===== config.mk =====
export PLATFORM = sky130hd
export DESIGN_NAME = logical_pipe_flat
export DESIGN_NICKNAME = d
export VERILOG_FILES = /design/src/rtl/logical_pipe_pkg.sv /design/src/rtl/logical_pipe_if.sv /design/src/rtl/logical_pipe_core.sv /design/src/rtl/logical_pipe.sv /design/src/flat_wrapper.sv
export SDC_FILE = /design/constraint.sdc
export NUM_CORES = 1
export LEC_CHECK = 0
export ABC_AREA = 1
export BUFFER_PORTS_ARGS = -buffer_cell sky130_fd_sc_hd__buf_2
export CAP_MARGIN = 5
export CELL_PAD_IN_SITES_DETAIL_PLACEMENT = 1
export CELL_PAD_IN_SITES_GLOBAL_PLACEMENT = 2
export CORE_UTILIZATION = 33
export DETAILED_ROUTE_END_ITERATION = 12
export GPL_TIMING_DRIVEN = 0
export PLACE_DENSITY = 0.88
export REMOVE_ABC_BUFFERS = 1
export SYNTH_ARGS = -nofsm -noshare
export SYNTH_HDL_FRONTEND = slang
export SYNTH_SLANG_ARGS = --single-unit
export TNS_END_PERCENT = 30

===== constraint.sdc =====
create_clock -name clk -period 4.35 [get_ports clk]
set_input_delay 0.87 -clock clk [delete_from_list [all_inputs] [get_ports clk]]
set_output_delay 0.87 -clock clk [all_outputs]
set_load 0.01 [all_outputs]

===== src/rtl/logical_pipe_pkg.sv =====
// Shared types for the pipelined logic unit: op encoding and op field width.
package logical_pipe_pkg;

    localparam int OP_W = 3;

    typedef enum logic [OP_W-1:0] {
        OP_AND  = 3'b000,
        OP_OR   = 3'b001,
        OP_XOR  = 3'b010,
        OP_NOR  = 3'b011,
        OP_NAND = 3'b100,
        OP_XNOR = 3'b101,
        OP_ANDN = 3'b110,
        OP_PASS = 3'b111
    } logic_op_e;

endpackage


===== src/rtl/logical_pipe_if.sv =====
// Upstream issue beat and downstream result beat of the logic pipe, each with valid/ready.
interface logical_pipe_if
    import logical_pipe_pkg::*;
#(
    parameter int N = 32
);
    logic            in_valid;
    logic            in_ready;
    logic [N-1:0]    A;
    logic [N-1:0]    B;
    logic [OP_W-1:0] op;
    logic            acc_use;
    logic            acc_ld;
    logic            out_valid;
    logic            out_ready;
    logic [N-1:0]    R;
    logic            zero;
    logic            parity;

    modport master (
        output in_valid, A, B, op, acc_use, acc_ld, out_ready,
        input  in_ready, out_valid, R, zero, parity
    );

    modport slave (
        input  in_valid, A, B, op, acc_use, acc_ld, out_ready,
        output in_ready, out_valid, R, zero, parity
    );
endinterface


===== src/rtl/logical_pipe_core.sv =====
// Combinational bitwise function of X and B; every op code yields a defined result.
module logical_pipe_core
    import logical_pipe_pkg::*;
#(
    parameter int N = 32
) (
    input  logic [N-1:0] x,
    input  logic [N-1:0] b,
    input  logic_op_e    op,
    output logic [N-1:0] r
);
    always_comb begin
        r = x;
        case (op)
            OP_AND:  r = x & b;
            OP_OR:   r = x | b;
            OP_XOR:  r = x ^ b;
            OP_NOR:  r = ~(x | b);
            OP_NAND: r = ~(x & b);
            OP_XNOR: r = ~(x ^ b);
            OP_ANDN: r = x & ~b;
            OP_PASS: r = x;
        endcase
    end
endmodule


===== src/rtl/logical_pipe.sv =====
// Pipelined logic unit: operand mux, accumulator updated at acceptance, and an
// elastic STAGES-deep chain carrying {valid, R, zero, parity}.
module logical_pipe
    import logical_pipe_pkg::*;
#(
    parameter int N      = 32,
    parameter int STAGES = 2
) (
    input  logic          clk,
    input  logic          reset,
    logical_pipe_if.slave bus
);
    logic [N-1:0]      acc;
    logic [N-1:0]      opx;
    logic [N-1:0]      res;
    logic              fire_in;
    logic [STAGES-1:0] ld;
    logic [STAGES-1:0] vld_p;
    logic [STAGES-1:0] zero_p;
    logic [STAGES-1:0] par_p;
    logic [N-1:0]      r_p [STAGES];

    assign opx = bus.acc_use ? acc : bus.A;

    logical_pipe_core #(.N(N)) u_core (
        .x  (opx),
        .b  (bus.B),
        .op (logic_op_e'(bus.op)),
        .r  (res)
    );

    // A stage loads when empty or when its successor takes its beat this cycle,
    // so bubbles collapse and the chain runs at one beat per cycle.
    always_comb begin
        ld = '0;
        ld[STAGES-1] = !vld_p[STAGES-1] || bus.out_ready;
        for (int k = STAGES - 2; k >= 0; k--) begin
            ld[k] = !vld_p[k] || ld[k+1];
        end
    end

    assign fire_in = bus.in_valid && ld[0];

    always_ff @(posedge clk or posedge reset) begin
        if (reset) begin
            acc    <= '0;
            vld_p  <= '0;
            zero_p <= '1;
            par_p  <= '0;
            for (int k = 0; k < STAGES; k++) begin
                r_p[k] <= '0;
            end
        end else begin
            if (fire_in && bus.acc_ld) begin
                acc <= res;
            end
            // Stage 0: capture the beat at acceptance
            if (ld[0]) begin
                vld_p[0] <= bus.in_valid;
                if (bus.in_valid) begin
                    r_p[0]    <= res;
                    zero_p[0] <= ~|res;
                    par_p[0]  <= ^res;
                end
            end
            // Stages 1..STAGES-1: data moves only with a valid beat, keeping R steady
            for (int k = 1; k < STAGES; k++) begin
                if (ld[k]) begin
                    vld_p[k] <= vld_p[k-1];
                    if (vld_p[k-1]) begin
                        r_p[k]    <= r_p[k-1];
                        zero_p[k] <= zero_p[k-1];
                        par_p[k]  <= par_p[k-1];
                    end
                end
            end
        end
    end

    assign bus.in_ready  = ld[0];
    assign bus.out_valid = vld_p[STAGES-1];
    assign bus.R         = r_p[STAGES-1];
    assign bus.zero      = zero_p[STAGES-1];
    assign bus.parity    = par_p[STAGES-1];
endmodule


===== src/flat_wrapper.sv =====
// flat-port wrapper written by rule: the top's interface ports become plain ports
module logical_pipe_flat import logical_pipe_pkg::*;
#(
    parameter int N      = 32,
    parameter int STAGES = 2
)
  (clk, reset, bus_in_valid, bus_A, bus_B, bus_op, bus_acc_use, bus_acc_ld, bus_out_ready, bus_in_ready, bus_out_valid, bus_R, bus_zero, bus_parity);
  logical_pipe_if #(.N(N)) bus_i ();
  input  logic clk;
  input  logic reset;
  input wire logic [$bits(bus_i.in_valid)-1:0] bus_in_valid;
  input wire logic [$bits(bus_i.A)-1:0] bus_A;
  input wire logic [$bits(bus_i.B)-1:0] bus_B;
  input wire logic [$bits(bus_i.op)-1:0] bus_op;
  input wire logic [$bits(bus_i.acc_use)-1:0] bus_acc_use;
  input wire logic [$bits(bus_i.acc_ld)-1:0] bus_acc_ld;
  input wire logic [$bits(bus_i.out_ready)-1:0] bus_out_ready;
  output wire logic [$bits(bus_i.in_ready)-1:0] bus_in_ready;
  output wire logic [$bits(bus_i.out_valid)-1:0] bus_out_valid;
  output wire logic [$bits(bus_i.R)-1:0] bus_R;
  output wire logic [$bits(bus_i.zero)-1:0] bus_zero;
  output wire logic [$bits(bus_i.parity)-1:0] bus_parity;
  assign bus_i.in_valid = bus_in_valid;
  assign bus_i.A = bus_A;
  assign bus_i.B = bus_B;
  assign bus_i.op = bus_op;
  assign bus_i.acc_use = bus_acc_use;
  assign bus_i.acc_ld = bus_acc_ld;
  assign bus_i.out_ready = bus_out_ready;
  assign bus_in_ready = bus_i.in_ready;
  assign bus_out_valid = bus_i.out_valid;
  assign bus_R = bus_i.R;
  assign bus_zero = bus_i.zero;
  assign bus_parity = bus_i.parity;
  logical_pipe #(.N(N), .STAGES(STAGES)) u_core (.clk(clk), .reset(reset), .bus(bus_i));
endmodule

## Word-level counts from Yosys, hierarchy flattened

Index checks and enable logic that the tools add are counted.

| word-level totals | value |
|---|---|
| bits in registers | 102 |
| bits of input ports | 73 |
| output and inout bits | 36 |
| logic and storage cells | 38 |

| operators by class | value |
|---|---|
| equality and inequality tests | 7 |
| multiplexer cells | 2 |
| bitwise gates (word level) | 8 |
| reductions and logical operators | 12 |

Operator list:

| operator | count |
|---|---|
| $pmux 32 s8 | 1 |
| $not 32->32 | 4 |
| $and 32x32->32 | 2 |
| $mux 32 | 1 |
| $or 32x32->32 | 1 |
| $reduce_or 32->1 | 1 |
| $reduce_xor 32->1 | 1 |
| $xor 32x32->32 | 1 |
| $eq 3x3->1 const B | 4 |
| $eq 3x2->1 const B | 2 |
| $reduce_and 2->1 | 2 |
| $eq 3x1->1 const B | 1 |
| $logic_not 1->1 | 3 |
| $logic_not 3->1 | 1 |
| $logic_and 1x1->1 | 2 |
| $logic_or 1x1->1 | 2 |

## Depth between registers and ports, before layout

Gate-level depths: netlist of the first run.

| depth | value |
|---|---|
| depth after elaboration | 6 |
| mapped depth | 24 |

## By module

From an unflattened synthesis of the first run, not the netlist that was laid out.

| unflattened totals | value |
|---|---|
| cells, all modules | 1311 |
| area total of the unflattened synthesis | 9540.4 µm² |

Modules (own cells, without submodules):

| module | times used | cells each | area an instance (µm²) |
|---|---|---|---|
| logical_pipe | 1 | 521 | 5223.8 |
| logical_pipe_core | 1 | 790 | 4316.6 |

## Least setup slack after synthesis of the first run

Ideal clock, no wire load.

| timing path | value |
|---|---|
| path type | input port to flip-flop |
| start point | input bus_acc_use |
| end point | register u_core.par_p[0] |
| setup time | 117 ps |
| arrival | 2933 ps |
| data required time | 4233 ps |
| slack | 1300 ps |
| stages | 23 |
| path buffers | 2 |
| cells stage by stage | buf_4 inv_2 buf_4 nand2_1 nand2_1 inv_1 ha_1 inv_1 nor2_1 nor3_1 nand2_1 nand2_1 ha_1 nor2_1 inv_1 nand2_1 nand2_1 nand2_1 nand2_1 nand2_1 nand2_1 nand3_1 nand2_1 |

| between the ends | value |
|---|---|
| cells in the longest elaborated chain, start to end | 5 |
| elaborated cells between the ends (all ways) | 10 |
| those cells by class | 2 x mux; 7 x bitwise; 1 x reduce/logical |

RTL lines:

| item | RTL line | source |
|---|---|---|
| from (decl) | flat_wrapper.sv:15 | `input wire logic [$bits(bus_i.acc_use)-1:0] bus_acc_use;` |
| $mux 32 * | logical_pipe.sv:23 | `assign opx = bus.acc_use ? acc : bus.A;` |
| $xor 32x32->32, or another cell as far along | logical_pipe_core.sv:17, logical_pipe_core.sv:20 |  |
| $not 32->32, on equally long branches | logical_pipe_core.sv:20, logical_pipe_core.sv:18, logical_pipe_core.sv:19 |  |
| $pmux 32 s8 * | logical_pipe_core.sv:14 | `case (op)` |
| $reduce_xor 32->1 * | logical_pipe.sv:63 | `par_p[0] <= ^res;` |
| to (signal assigned) | logical_pipe.sv:63 |  |
| to (signal, indexed assignment) | logical_pipe.sv:73 | `par_p[k] <= par_p[k-1];` |
| to (decl) | logical_pipe.sv:20 | `logic [STAGES-1:0] par_p;` |

Every way passes the cells marked *; elsewhere a longest branch is shown, timed or not.
A chain may end at the register's enable or synchronous reset.

## Worst setup path after layout of the first run

Same ends and word-level chain as after synthesis.

==> results of run 1 <==
flip-flops by register name, indices dropped and copies added, names as in the netlist:
signal,flops
u_core.par_p,2
u_core.vld_p,2
u_core.r_p,32
u_core.zero_p,2
u_core.acc,32
u_core.bus.R,32
per-layer routing:
| layer | track usage (%) | share of wire, % | wire, um |
|---|---|---|---|
| met4 | 4.38 | 0.74 | 191 |
| met3 | 2.34 | 2.6 | 674 |
| met5 | 0 | 0 | 0 |
| met2 | 36.6 | 50 | 12800 |
| met1 | 26.0 | 47 | 12100 |
power by group through the flow:
stage          clock (mW)  combinational (mW)  sequential, mW
3_5_place_dp            0                1.40            1.33
3_3_place_gp            0                1.34            1.33
2_1_floorplan           0               0.871            1.36
6_report            0.884                1.39            1.32
5_1_grt             0.943                1.61            1.35
4_1_cts             0.917                1.41            1.32
metrics by stage:
| step | setup WS [ns] | power, mW |
|---|---|---|
| after floorplan | 0.808 | 2.23 |
| after global placement | -0.786 | 2.66 |
| after detailed placement | -0.246 | 2.74 |
| after CTS | 0.113 | 3.65 |
| after global routing | 0.0898 | 3.90 |
| final | 0.474 | 3.59 |
area by class of cell:
type | count | area (um^2) | share of cell area [%]
multi-input combinational | 893 | 4950 | 52.4
sequential | 102 | 2550 | 27.1
timing repair buffer | 113 | 661 | 7.00
inverter | 143 | 546 | 5.78
tap | 330 | 413 | 4.37
clock buffer | 11 | 253 | 2.68
clock inverter | 5 | 65.1 | 0.689
cells in the final DEF (no fill, tap or decap), types with 7 or more instances in the layout:
master	count
nand3_1	63
dfrtp_1	100
nor3_1	7
a21oi_1	23
nand3b_1	15
clkbuf_16	9
o22ai_1	10
mux2_2	17
inv_1	134
nor2_1	82
or2_1	18
nand2_1	406
o21ai_1	9
ha_1	112
buf_2	107
o21ai_0	110
worst reg2reg max path: stages, from the launching register on:
cell,delay (ns)
dfrtp_1,0.39
nand3_1,0.14
nand2_2,0.30
inv_2,0.89
nand2_4,0.60
clkinv_2,0.69
nand3_1,0.20
nand2_1,0.10
kinds of logic (layout without fill, tap and decap cells):
| group | Yosys count | after routing | share of synthesized area, % |
|---|---|---|---|
| compound gates | 152 | 152 | 9.02 |
| fa+ha+maj | 112 | 112 | 16.4 |
| buf+inv | 225 | 272 | 12.7 |
| xor+xnor | 1 | 1 | 0.102 |
| simple gates | 611 | 611 | 29.8 |
| flops | 102 | 102 | 29.8 |
| mux | 17 | 17 | 2.23 |
worst min-delay path by stage:
stage	end	from	slack [ns]
after detailed placement	u_core.r_p[58]$_DFFE_PP0P_	u_core.r_p[58]$_DFFE_PP0P_	0.46
final	u_core.r_p[50]$_DFFE_PP0P_	u_core.r_p[50]$_DFFE_PP0P_	0.48
after CTS	u_core.r_p[50]$_DFFE_PP0P_	u_core.r_p[50]$_DFFE_PP0P_	0.48
after floorplan	u_core.r_p[45]$_DFFE_PP0P_	u_core.r_p[45]$_DFFE_PP0P_	0.45
after global routing	u_core.r_p[58]$_DFFE_PP0P_	u_core.r_p[58]$_DFFE_PP0P_	0.51
after global placement	u_core.r_p[58]$_DFFE_PP0P_	u_core.r_p[58]$_DFFE_PP0P_	0.46
==> impl_metrics.csv, run 1 <==
group,metric,value,unit
critical_path,r2r_slack,0.98,ns
global_route,grt_start_max_net_pins,62,
timing,setup_viol,0,
global_route,antenna_found_initial,0,
critical_path,critPathMaxStageDelay,0.64,ns
power,switching_share,38.6,%
critical_path,reg2reg_depth,7,
synth,synth_seq_cells,102,
synth,synthArstFlopShare,100,%
global_route,grt_first_pass_wirelength,42000,um
floorplan,pin_count,109,
place,dp_hpwl,17700,um
critical_path,crit_family,"simple AND/OR/NAND/NOR gates",
critical_path,timing.rr.end,"u_core.acc[4]$_DFFE_PP0P_",
critical_path,cp.required,4.59,ns
cells_and_area,fin_area,0.00944,mm^2
cells_and_area,drive_gt1_share,13.5,%
cells_and_area,final_cells,1597,
floorplan,initial_core_util,33.8,%
clock_tree,cts_buffers,9,
clock_tree,clkSinkCount,102,
drt,avgViaCountPerCell,4.84,
critical_path,worstSetupStartpointType,"input port",
power,p_per_area,380,mW/mm^2
timing,min_period,3.88,ns
synth,synth.top_cells.by_area,"dfrtp_1, nand2_1, ha_1",
cells_and_area,nets,1447,
synth,yosysSeqAreaShare,29.8,%
cells_and_area,antenna_cells,0,
timing,holdWs,0.482,ns
critical_path,crit_top_cell,"nand2_1",
drt,num_vias,7737,
timing,drv_slew,0,
critical_path,worst-path-buf-inv,5,
place,dpl_cell_area,0.00911,mm^2
min_path,hp-class,"flop to flop",
power,p_leak,5.19,nW
synth,synth-edff-count,0,
floorplan,die_h,163,um
clock_tree,root_buffer,"clkbuf_16",
critical_path,worstSetupStartpoint,"bus_acc_use",
clock_tree,cts_hold_buffers,0,
timing,hold_violations,0,
place,gp_congestion,0.772,
timing,setup_tns,0,ns
power,ir_drop,166,uV
timing,tightest_slew,1.03,ns
clock_tree,clkTransAtPathRegs,0.07,ns
critical_path,path_class,"input port to flop",
cells_and_area,area.growth.synth_to_final,10.1,%
critical_path,path_max_fanout,33,
global_route,grt_usage,20.4,%
critical_path,worst-path-stages,22,
synth,synth_top_area_share,29.2,%
critical_path,cp.arrival,4.12,ns
global_route,grt_pass1_vias,8027,
power,power.switching,1.39,mW
critical_path,rr_startpoint,"u_core.vld_p[1]$_DFFE_PP0P_",
clock_tree,cts-htree-levels,3,
synth,synth-main-ff-cell,"dfrtp_1",
drt,ant_nets,0,
synth,yosys.area.top_type,"dfrtp_1",
timing,rsz0062_at_grt,"false",
floorplan,fp.dieW,163,um
synth,yosys-top-cells-count,"nand2_1, inv_1, ha_1",
floorplan,rows,58,
synth,syn_area_per_cell,7.03,um^2
critical_path,cp_slowest_cell,"inv_2",
timing,relSlewSlack,31.2,%
clock_tree,clock_path_buffers,2,
place,io_buffers,108,
synth,synthCells,1220,
synth,synth_warnings,0,
drt,drc,0,
timing,fin_crit_sh,89.1,%
power,seq_power_share,36.7,%
drt,wl,25800,um
critical_path,crit_end,"u_core.par_p[0]$_DFFE_PP0P_",
global_route,grt-ovfl-total,0,
power,p_comb_share,38.7,%
clock_tree,clk_latency,0.36,ns
clock_tree,cts.repair.resized,0,
drt,detailedRoute.firstIterationViolations,321,
floorplan,core_area,0.0253,mm^2
timing,fin_worst_skew,0.0133,ns
clock_tree,post_cts_buffers,0,
drt,wl_per_cell,16.1,um
synth,yosysMostFrequentCell,"nand2_1",
cells_and_area,final.fill_count,3232,
cells_and_area,fin_util,37.3,%
outcome,status,"finished clean",
min_path,hold_depth,2,
place,place_inst,1581,
synth,ys_types,29,
timing,max_freq,258,MHz
critical_path,critPathCaptureType,"flop",
power,clock_power_share,24.6,%
floorplan,die_area,0.0266,mm^2
critical_path,crit_chain,"clkbuf_4, inv_2, nand2_1, nand2_1, inv_1, ha_1, nand2_1, o21ai_0, nor2_1, nand3_1, inv_1, ha_1, nand2_1, inv_1, nor2_1, nand2_1, nand2_1, nand2_1, nand2_1, nand2_1, nand3_1, nand2_1",
clock_tree,cts_tree,"done",
drt,firstDrtPassIters,5,
run,drv_cap,0,
power,intPower,2.20,mW
synth,synth_area,0.00857,mm^2
Note: power is estimated with default switching activity, not from simulation.
==> run 2: changes to the inputs <==
==> constraint.sdc (replaced) <==
create_clock -name clk -period 4.35 [get_ports clk]
set_input_delay 1.305 -clock clk [delete_from_list [all_inputs] [get_ports clk]]
set_output_delay 1.305 -clock clk [all_outputs]
set_load 0.01 [all_outputs]
==> run 2 against run 1 <==
Count of clock-buffer cells in the layout did not move; critical endpoint unchanged; non-clock buffer count is the same; flip-flop and latch count did not move; highest routed layer unchanged; worst hold slack lost 0.00080 ns; routed wire length up 0.35%; register-to-register slack better by 0.08 ns; sequential power about the same; final area about the same; first-iteration DRC count grew 4.4%.
==> impl_metrics.csv, run 2 (synthesis results as in run 1) <==
group,metric,value,unit
outcome,status,"finished clean",
global_route,grt-ovfl-total,0,
power,ir_drop,164,uV
timing,hold_violations,0,
critical_path,crit_chain,"buf_4, inv_4, nand2_1, nand2_1, inv_1, ha_1, nand2_1, o21ai_0, nor2_1, nand3_1, inv_1, ha_1, nand2_1, inv_1, nor2_1, nand2_1, nand2_1, nand2_1, nand2_1, nand2_1, nand3_1, nand2_1",
clock_tree,clock_path_buffers,2,
cells_and_area,nets,1447,
min_path,hp-class,"flop to flop",
power,clock_power_share,24.8,%
cells_and_area,drive_gt1_share,13.5,%
global_route,grt_first_pass_wirelength,42000,um
floorplan,initial_core_util,33.8,%
timing,min_period,3.97,ns
place,gp_congestion,0.772,
cells_and_area,final.fill_count,3234,
critical_path,crit_top_cell,"nand2_1",
floorplan,die_h,163,um
global_route,grt_usage,20.4,%
clock_tree,clkSinkCount,102,
timing,relSlewSlack,33.3,%
drt,avgViaCountPerCell,4.86,
clock_tree,root_buffer,"clkbuf_16",
timing,tightest_slew,0.997,ns
power,power,3.60,mW
timing,fin_worst_skew,0.0140,ns
cells_and_area,antenna_cells,0,
timing,fin_crit_sh,91.2,%
timing,drv_slew,0,
drt,wl_per_cell,16.2,um
critical_path,critPathCaptureType,"flop",
global_route,antenna_found_initial,0,
critical_path,cp_slowest_cell,"buf_4",
floorplan,pin_count,109,
drt,num_vias,7764,
place,io_buffers,108,
timing,setup_viol,0,
drt,ant_nets,0,
clock_tree,cts_tree,"done",
drt,detailedRoute.firstIterationViolations,335,
floorplan,fp.dieW,163,um
floorplan,die_area,0.0266,mm^2
critical_path,path_max_fanout,33,
power,p_leak,5.19,nW
cells_and_area,final_cell_mix,"nand2_1, inv_1, ha_1, o21ai_0, buf_2",
timing,setup_tns,0,ns
clock_tree,cts_buffers,9,
power,p_comb_share,38.6,%
critical_path,cp.arrival,4.22,ns
power,seq_power_share,36.6,%
critical_path,crit_family,"simple AND/OR/NAND/NOR gates",
global_route,grt_start_max_net_pins,62,
floorplan,rows,58,
timing,max_freq,252,MHz
run,drv_cap,0,
timing,rsz0062_at_grt,"false",
cells_and_area,layout_commonest_cell,"nand2_1",
critical_path,worst-path-buf-inv,5,
critical_path,worstSetupStartpointType,"input port",
clock_tree,clkTransAtPathRegs,0.07,ns
clock_tree,cts-htree-levels,3,
place,dp_hpwl,17700,um
floorplan,core_area,0.0253,mm^2
drt,firstDrtPassIters,5,
drt,drc,0,
critical_path,critPathMaxStageDelay,0.43,ns
drt,wl,25900,um
power,power.switching,1.40,mW
critical_path,r2r_slack,1.06,ns
cells_and_area,area.growth.synth_to_final,10.1,%
power,switching_share,38.8,%
clock_tree,clk_latency,0.37,ns
critical_path,path_class,"input port to flop",
critical_path,cp.required,4.60,ns
global_route,grt_pass1_vias,8027,
power,p_per_area,381,mW/mm^2
power,intPower,2.20,mW
-- run 2: cell count changes in the layout (fill, tap and decap cells not counted), sizes merged --
cell	change
clkinv	-1
clkbuf	-1
inv	+1
buf	+1
-- run 2: tightest hold or removal path: stages, from the launching register on --
cell and delay (ns):
dfrtp_1 0.35, nand2_1 0.05, nand2_1 0.05
-- run 2: final timing paths --
| path | startpoint | end | cells past startpoint |
|---|---|---|---|
| max in group asynchronous | reset | u_core.r_p[57]$_DFFE_PP0P_ | 3 |
| setup / recovery | bus_acc_use | u_core.par_p[0]$_DFFE_PP0P_ | 22 |
| hold reg to reg | u_core.r_p[50]$_DFFE_PP0P_ | u_core.r_p[50]$_DFFE_PP0P_ | 2 |
| setup reg to reg | u_core.vld_p[1]$_DFFE_PP0P_ | u_core.acc[4]$_DFFE_PP0P_ | 7 |
| min in group asynchronous | reset | u_core.r_p[50]$_DFFE_PP0P_ | 2 |
| hold / removal | u_core.r_p[50]$_DFFE_PP0P_ | u_core.r_p[50]$_DFFE_PP0P_ | 2 |
-- run 2: area by class of cell --
type                       instances  area (um^2)  area share, %
clock buffer                      11          253           2.68
clock inverter                     5         65.1          0.689
inverter                         143          552           5.84
multi-input combinational        893         4940           52.4
sequential                       102         2550           27.1
tap                              330          413           4.37
timing repair buffer             113          661           7.00
-- run 2: timing repair --
action                                  4_1_cts  5_1_grt
cloned                                        0        0
buffers inserted                              0        0
endpoints found under the setup margin       34        1
hold buffers                                  0        0
endpoints found under the hold margin         0        0
resized for setup                             3        2
-- run 2: metrics by stage --
stage                     utilization [%]  hold WS, ns  instance area [um^2]  setup slack (ns)  std cells
after detailed placement             36.0        0.463                  9110            -0.681       1581
final                                37.3        0.482                  9440             0.382       1597
after global placement               35.5        0.461                  8980             -1.22       1576
after floorplan                         -        0.445                  8030             0.373       1138
after global routing                 37.3        0.514                  9440            0.0703       1597
after CTS                            37.3        0.482                  9440             0.107       1597
-- run 2: layer usage --
layer	share of wire, %	vias to the layer above	global-route usage (%)
li1	-	3884	-
met1	47	3760	26.0
met2	49	100	36.6
met3	2.3	20	2.34
met4	1.2	0	4.38
met5	0	-	0
-- run 2: power groups by stage --
stage                     Sequential (mW)  Combinational (mW)  Clock [mW]
final                                1.32                1.39       0.892
after global routing                 1.35                1.61       0.943
after CTS                            1.32                1.41       0.917
after detailed placement             1.33                1.40           0
after global placement               1.33                1.34           0
after floorplan                      1.36               0.871           0
